## src/rtl/regfile_writeback_queue.sv

```systemverilog
// In-order write-back queue in front of the register file: accepts results from
// SRC_NUM producers and drains up to WRITE_NUM oldest entries per cycle onto registered write ports.
module regfile_writeback_queue #(
  parameter int REG_NUM    = 32,
  parameter int DATA_WIDTH = 32,
  parameter int WRITE_NUM  = 4,
  parameter int SRC_NUM    = 4,
  parameter int DEPTH      = 8,
  localparam int AW = $clog2(REG_NUM),
  localparam int PW = $clog2(DEPTH),
  localparam int CW = PW + 1
) (
  input  logic                            clk,
  input  logic                            rstN,
  input  logic [SRC_NUM-1:0]              srcValid,
  output logic [SRC_NUM-1:0]              srcReady,
  input  logic [AW*SRC_NUM-1:0]           srcAddr,
  input  logic [DATA_WIDTH*SRC_NUM-1:0]   srcData,
  output logic [WRITE_NUM-1:0]            writeEnable,
  output logic [AW*WRITE_NUM-1:0]         writeAddr,
  output logic [DATA_WIDTH*WRITE_NUM-1:0] dataInputs,
  output logic [CW-1:0]                   count,
  output logic                            idle
);

  logic [AW-1:0]         mem_addr [DEPTH];
  logic [DATA_WIDTH-1:0] mem_data [DEPTH];

  logic [PW-1:0]         head, tail;
  logic [CW-1:0]         free, n_drain, enq_cnt;
  logic [SRC_NUM-1:0]    keep;
  logic [PW-1:0]         enq_slot [SRC_NUM];
  logic [WRITE_NUM-1:0]  drain_en;
  logic [AW-1:0]         rd_addr [WRITE_NUM];
  logic [DATA_WIDTH-1:0] rd_data [WRITE_NUM];

  assign free    = CW'(DEPTH) - count;
  assign n_drain = (count < CW'(WRITE_NUM)) ? count : CW'(WRITE_NUM);
  assign idle    = (count == '0) && (writeEnable == '0);

  // Ready is a pure function of occupancy, so producers never see a combinational path from valid.
  always_comb begin
    srcReady = '0;
    for (int i = 0; i < SRC_NUM; i++) begin
      srcReady[i] = free > CW'(i);
    end
  end

  // Kept transfers are packed at the tail in ascending source order; writes to register 0 are discarded.
  always_comb begin
    keep    = '0;
    enq_cnt = '0;
    for (int i = 0; i < SRC_NUM; i++) begin
      // NOTE: enq_cnt is a running sum inside one combinational pass, so blocking updates are intended here.
      enq_slot[i] = tail + enq_cnt[PW-1:0];
      if (srcValid[i] && srcReady[i] && (srcAddr[AW*i +: AW] != '0)) begin
        keep[i] = 1'b1;
        enq_cnt = enq_cnt + CW'(1);
      end
    end
  end

  // The youngest of several drained entries to one register wins; older ones pop silently.
  always_comb begin
    drain_en = '0;
    for (int j = 0; j < WRITE_NUM; j++) begin
      rd_addr[j] = mem_addr[head + PW'(j)];
      rd_data[j] = mem_data[head + PW'(j)];
    end
    for (int j = 0; j < WRITE_NUM; j++) begin
      drain_en[j] = CW'(j) < n_drain;
      for (int k = j + 1; k < WRITE_NUM; k++) begin
        if ((CW'(k) < n_drain) && (rd_addr[k] == rd_addr[j])) begin
          drain_en[j] = 1'b0;
        end
      end
    end
  end

  always_ff @(posedge clk or negedge rstN) begin
    if (!rstN) begin
      head        <= '0;
      tail        <= '0;
      count       <= '0;
      writeEnable <= '0;
      writeAddr   <= '0;
      dataInputs  <= '0;
    end else begin
      head        <= head + PW'(n_drain);
      tail        <= tail + PW'(enq_cnt);
      count       <= count + enq_cnt - n_drain;
      writeEnable <= drain_en;
      for (int j = 0; j < WRITE_NUM; j++) begin
        if (CW'(j) < n_drain) begin
          writeAddr[AW*j +: AW]                 <= rd_addr[j];
          dataInputs[DATA_WIDTH*j +: DATA_WIDTH] <= rd_data[j];
        end
      end
    end
  end

  // NOTE: storage is deliberately not reset; resetting the pointers and count already empties the queue.
  always_ff @(posedge clk) begin
    for (int i = 0; i < SRC_NUM; i++) begin
      if (keep[i]) begin
        mem_addr[enq_slot[i]] <= srcAddr[AW*i +: AW];
        mem_data[enq_slot[i]] <= srcData[DATA_WIDTH*i +: DATA_WIDTH];
      end
    end
  end

endmodule

```

## config.mk

```make
export PLATFORM = sky130hd
export DESIGN_NAME = regfile_writeback_queue
export DESIGN_NICKNAME = d
export VERILOG_FILES = /design/src/rtl/regfile_writeback_queue.sv
export SDC_FILE = /design/constraint.sdc
export NUM_CORES = 2
export LEC_CHECK = 0
export ABC_AREA = 0
export CAP_MARGIN = 20
export CORE_AREA = 2 2 355 287
export DETAILED_ROUTE_END_ITERATION = 10
export DIE_AREA = 0 0 357 289
export PLACE_DENSITY = 0.63
export SETUP_SLACK_MARGIN = 0.1
export SLEW_MARGIN = 20
export SYNTH_ARGS = -nofsm -noshare
export SYNTH_HDL_FRONTEND = slang
export SYNTH_SLANG_ARGS = --single-unit
```

## constraint.sdc

```tcl
create_clock -name clk -period 15.05 [get_ports clk]
set_input_delay 2.2575 -clock clk [delete_from_list [all_inputs] [get_ports clk]]
set_output_delay 2.2575 -clock clk [all_outputs]
set_load 0.01 [all_outputs]
```

Word-level counts from Yosys, hierarchy flattened
Memories as Yosys holds them, arrays and structs flattened. A register that Yosys moved wholly into a read port is not among the register bits.
Index checks and enable logic that the tools add are counted.
- register bits after elaboration: 34
- bits in latches: 0
- RAM bits: 296
- memory bits (read-only): 0
- input port bits: 154
- output and inout port bits: 161
- word-level logic and storage cells: 87
- memories kept: 2
- add/subtract/negate cells: 14
- multiply operators: 0
- divide/modulo/power cells: 0
- order comparisons: 9
- equality and inequality tests: 6
- shift operators: 0
- mux-type cells: 23
- bitwise logic cells: 0
- reduce and logical (&&, ||, !) cells: 25
- memories (memory ; depth ; width ; rd ports ; clocked after memory_dff ; write ports ; line ; source):
    mem_data ; 8 ; 32 ; 4 ; 4 ; 4 ; 27 ; logic [DATA_WIDTH-1:0] mem_data [DEPTH];
    mem_addr ; 8 ; 5 ; 4 ; 0 ; 4 ; 26 ; logic [AW-1:0] mem_addr [DEPTH];
- operator list (cell ; number):
    $eq 5x5->1 ; 6
    $reduce_bool 5->1 ; 4
    $mux 1 ; 19
    $mux 4 ; 4
    $add 3x3->3 ; 5
    $logic_and 1x1->1 ; 15
    $add 4x1->4 const B ; 3
    $gt 4x1->1 const B ; 2
    $gt 4x2->1 const B ; 2
    $logic_not 4->1 ; 2
    $lt 1x4->1 const A ; 2
    $lt 2x4->1 const A ; 2
    $add 3x2->3 const B ; 2
    $add 4x4->4 ; 1
    $logic_not 1->1 ; 4
    $lt 4x3->1 const B ; 1
    $sub 4x4->4 ; 1
    $sub 4x4->4 const A ; 1
    $add 3x1->3 const B ; 1

Logic depth before layout (Yosys ltp)
- word-level depth: 13
- mapped depth: 18
- gate-level depth less buffers: 17

Worst setup path after synthesis
No wires, ideal clock.
- path kind: input-to-reg
- from: in srcAddr[10]
- to: mem mem_addr[2][0] (netlist name) (enable)
- setup time: 714 ps
- arrival: 6671 ps
- setup slack: 7665 ps
- stages: 14
- buffers on the path: 3
- cell sequence: or4_1 > o21ai_1 > a21o_1 > buf_2 > xor2_1 > inv_1 > ha_1 > fa_1 > xnor2_1 > xor2_1 > nand4b_1 > clkbuf_1 > buf_1 > o2111ai_1
- RTL lines (item ; line ; source):
    start, declared ; 17 ; input logic [AW*SRC_NUM-1:0] srcAddr,
    end, declared ; 26 ;

==> flow_summary.json <==
{
  "hpwl_mm": 79.3,
  "rsz0062_at_grt": "false",
  "grt_pass1_wl_mm": 177,
  "rows": 104,
  "p_per_area_nw_per_um2": 289,
  "cts_made_buffers": 57,
  "async_flop_share": 0.354,
  "synth_seq_cells": 458,
  "clk_latency_ns": 0.64,
  "fin_setup_tns_ns": 0,
  "stdcell_area_um2": 41300,
  "fp.dieH_um": 289,
  "drive_above_1_share": 0.461,
  "worstMarginPinSlew_ns": 1.09,
  "area.growth.synth_to_final_pct": 19.0,
  "cts_tree": "built",
  "gr-total-overflow": 0,
  "ys_types": 52,
  "min_period_over_period": 0.500,
  "critical_path_arrival_ns": 7.88,
  "worstSetupEndpointType": "register",
  "hold_violations": 0,
  "hp-class": "reg2reg",
  "crit_required_ns": 15.40,
  "power.leakage_nw": 14.4,
  "worstSetupPathType": "in2reg",
  "numClockSinks": 458,
  "place_inst": 3990,
  "hold_buffers": 0,
  "layout_common_cells": "793 x mux2_2, 313 x clkdlybuf4s50_1, 296 x edfxtp_1",
  "vias": 24652,
  "dr.pass1.iters": 7,
  "start_util": 0.348,
  "startpoint_type": "primary input",
  "outcome": "completed",
  "syn_area_um2": 34700,
  "fin_worst_skew_ns": 0.0249,
  "io_pins": 315,
  "fin_cells": 4113,
  "ys_seq_area_frac": 0.373,
  "die_width_um": 357,
  "setup_viol": 0,
  "post_cts_resized": 0,
  "htreeDepth": 2,
  "clk_pin_slew_worst_paths_ns": 0.06,
  "grt_use_total": 0.233,
  "synth_edf_count": 296,
  "grt_pass1_vias": 25057,
  "core_area_um2": 99700,
  "min_period_ns": 7.53,
  "synth_area_per_cell_um2": 13.8,
  "drc_errors": 0,
  "vias_per_cell": 5.99,
  "synth_top_flop_cell": "edfxtp_1",
  "routabilityCongestion": 0.841,
  "root_buffer": "clkbuf_16",
  "wire_per_inst_um": 29.8,
  "clk_path_buf_depth": 3,
  "yosys_warnings": 0,
  "placed_area_um2": 39300,
  "dieArea_um2": 103000,
  "antenna_found_initial": 35,
  "fmax_mhz": 133,
  "dr.first_iter.drc_count": 2645,
  "cts_setup_buffers": 0,
  "drtAntennaViolNets": 0,
  "synth_nets": 2690,
  "io_buffers": 314,
  "wirelength_mm": 123,
  "relSlewSlack": 0.273,
  "finalCoreUtilization": 0.414,
  "maxSlewViolCount": 0,
  "grt_max_degree": 80,
  "final_common_cell": "mux2_2",
  "maxCapViolCount": 0,
  "cp_max_fo": 38,
  "fin_nets": 2904,
  "syn_inst": 2511,
  "ir_drop_mv": 0.283
}
## Yosys cell counts (3+ instances only)
cell type  count  share of area
mux2_2       793           0.26
edfxtp_1     296           0.26
mux4_2       276           0.18
mux2i_1      169          0.049
dfrtp_1      162           0.12
nand2_1      150          0.016
o21ai_0      132          0.019
clkbuf_1     104          0.011
mux2_1        76          0.025
buf_2         59         0.0085
buf_1         42         0.0045
nor2_1        35         0.0038
xor2_1        26         0.0066
a21oi_1       22         0.0032
inv_1         21         0.0023
xnor2_1       21         0.0053
ha_1          20         0.0072
mux2_4        20         0.0087
nor4_1        11         0.0020
nand3_1       10         0.0014
nor3_1        10         0.0014
nand2b_1       6         0.0011
fa_1           5         0.0029
or4_1          4        0.00087
a31oi_1        3        0.00054
o2111ai_1      3        0.00076
or3_1          3        0.00054
## final cells by class
| cell class | count | area [um^2] |
|---|---|---|
| multi-input combinational | 1821 | 21100 |
| inverter | 24 | 90.1 |
| sequential | 458 | 13000 |
| fill | 9144 | 58400 |
| timing repair buffer | 363 | 3540 |
| tap | 1325 | 1660 |
| clock buffer | 80 | 1720 |
| antenna | 14 | 35.0 |
| clock inverter | 28 | 210 |
## final timing paths
| check | slack (ns) | end | start | cells past startpoint |
|---|---|---|---|---|
| max in group asynchronous | 12.22 | head[2] | rstN | 2 |
| setup / recovery | 7.52 | mem_data[4][15] | srcAddr[10] | 13 |
| hold reg to reg | 0.48 | dataInputs[101] | dataInputs[101] | 2 |
| min in group asynchronous | 1.57 | dataInputs[100] | rstN | 1 |
| hold / removal | 0.48 | dataInputs[101] | dataInputs[101] | 2 |
| setup reg to reg | 8.63 | mem_data[7][15] | count[0] | 14 |
## registers in the layout (all words and copies together), names as in the netlist
name	count
writeEnable	4
tail	3
head	3
mem_data	256
writeAddr	20
mem_addr	40
dataInputs	128
count	4
## logic make-up after synthesis
logic type               count (synthesis)  share of synthesized area
XOR/XNOR                                49                     0.0128
AND/OR/NAND/NOR                        243                     0.0311
AO/OA/AOI/OAI                          170                     0.0264
flip-flops                             458                      0.373
buffers and inverters                  232                     0.0278
multiplexers                          1334                      0.519
adder cells (fa/ha/maj)                 25                     0.0101
## where the power goes
part / switching [mW] / internal, mW
logic: 3.76 / 3.55
registers: 0.727 / 2.47
clock network: 0.591 / 0.832
total: 5.08 / 6.85
## metrics by stage
stage | hold slack, ns | power [mW] | worst slack, ns
final | 0.477 | 11.9 | 7.52
after CTS | 0.485 | 11.9 | 7.58
after detailed placement | 0.473 | 10.5 | 6.91
after global routing | 0.506 | 12.5 | 7.26
after global placement | 0.469 | 10.3 | 7.03
after floorplan | 0.502 | 7.87 | 7.67
## critical path, cell delays in order
cell and delay (ns):
clkdlybuf4s50_1 0.56, or4_1 0.66, o21ai_1 0.31, a21o_1 0.51, xor2_1 0.27, inv_1 0.10, ha_1 0.21, fa_1 0.42
xnor2_1 0.26, xor2_1 0.41, or4b_4 0.71, o2111ai_4 0.69, buf_4 0.49
## layer usage
metal / vias to the layer above / GRT usage / wire length [um]
met1: 12759 / 0.316 / 51200
met2: 1242 / 0.366 / 56200
li1: 10375 / - / -
met5: - / 0 / 217
met3: 242 / 0.0574 / 11300
met4: 34 / 0.0786 / 3670
(Power assumes the default switching activity.)
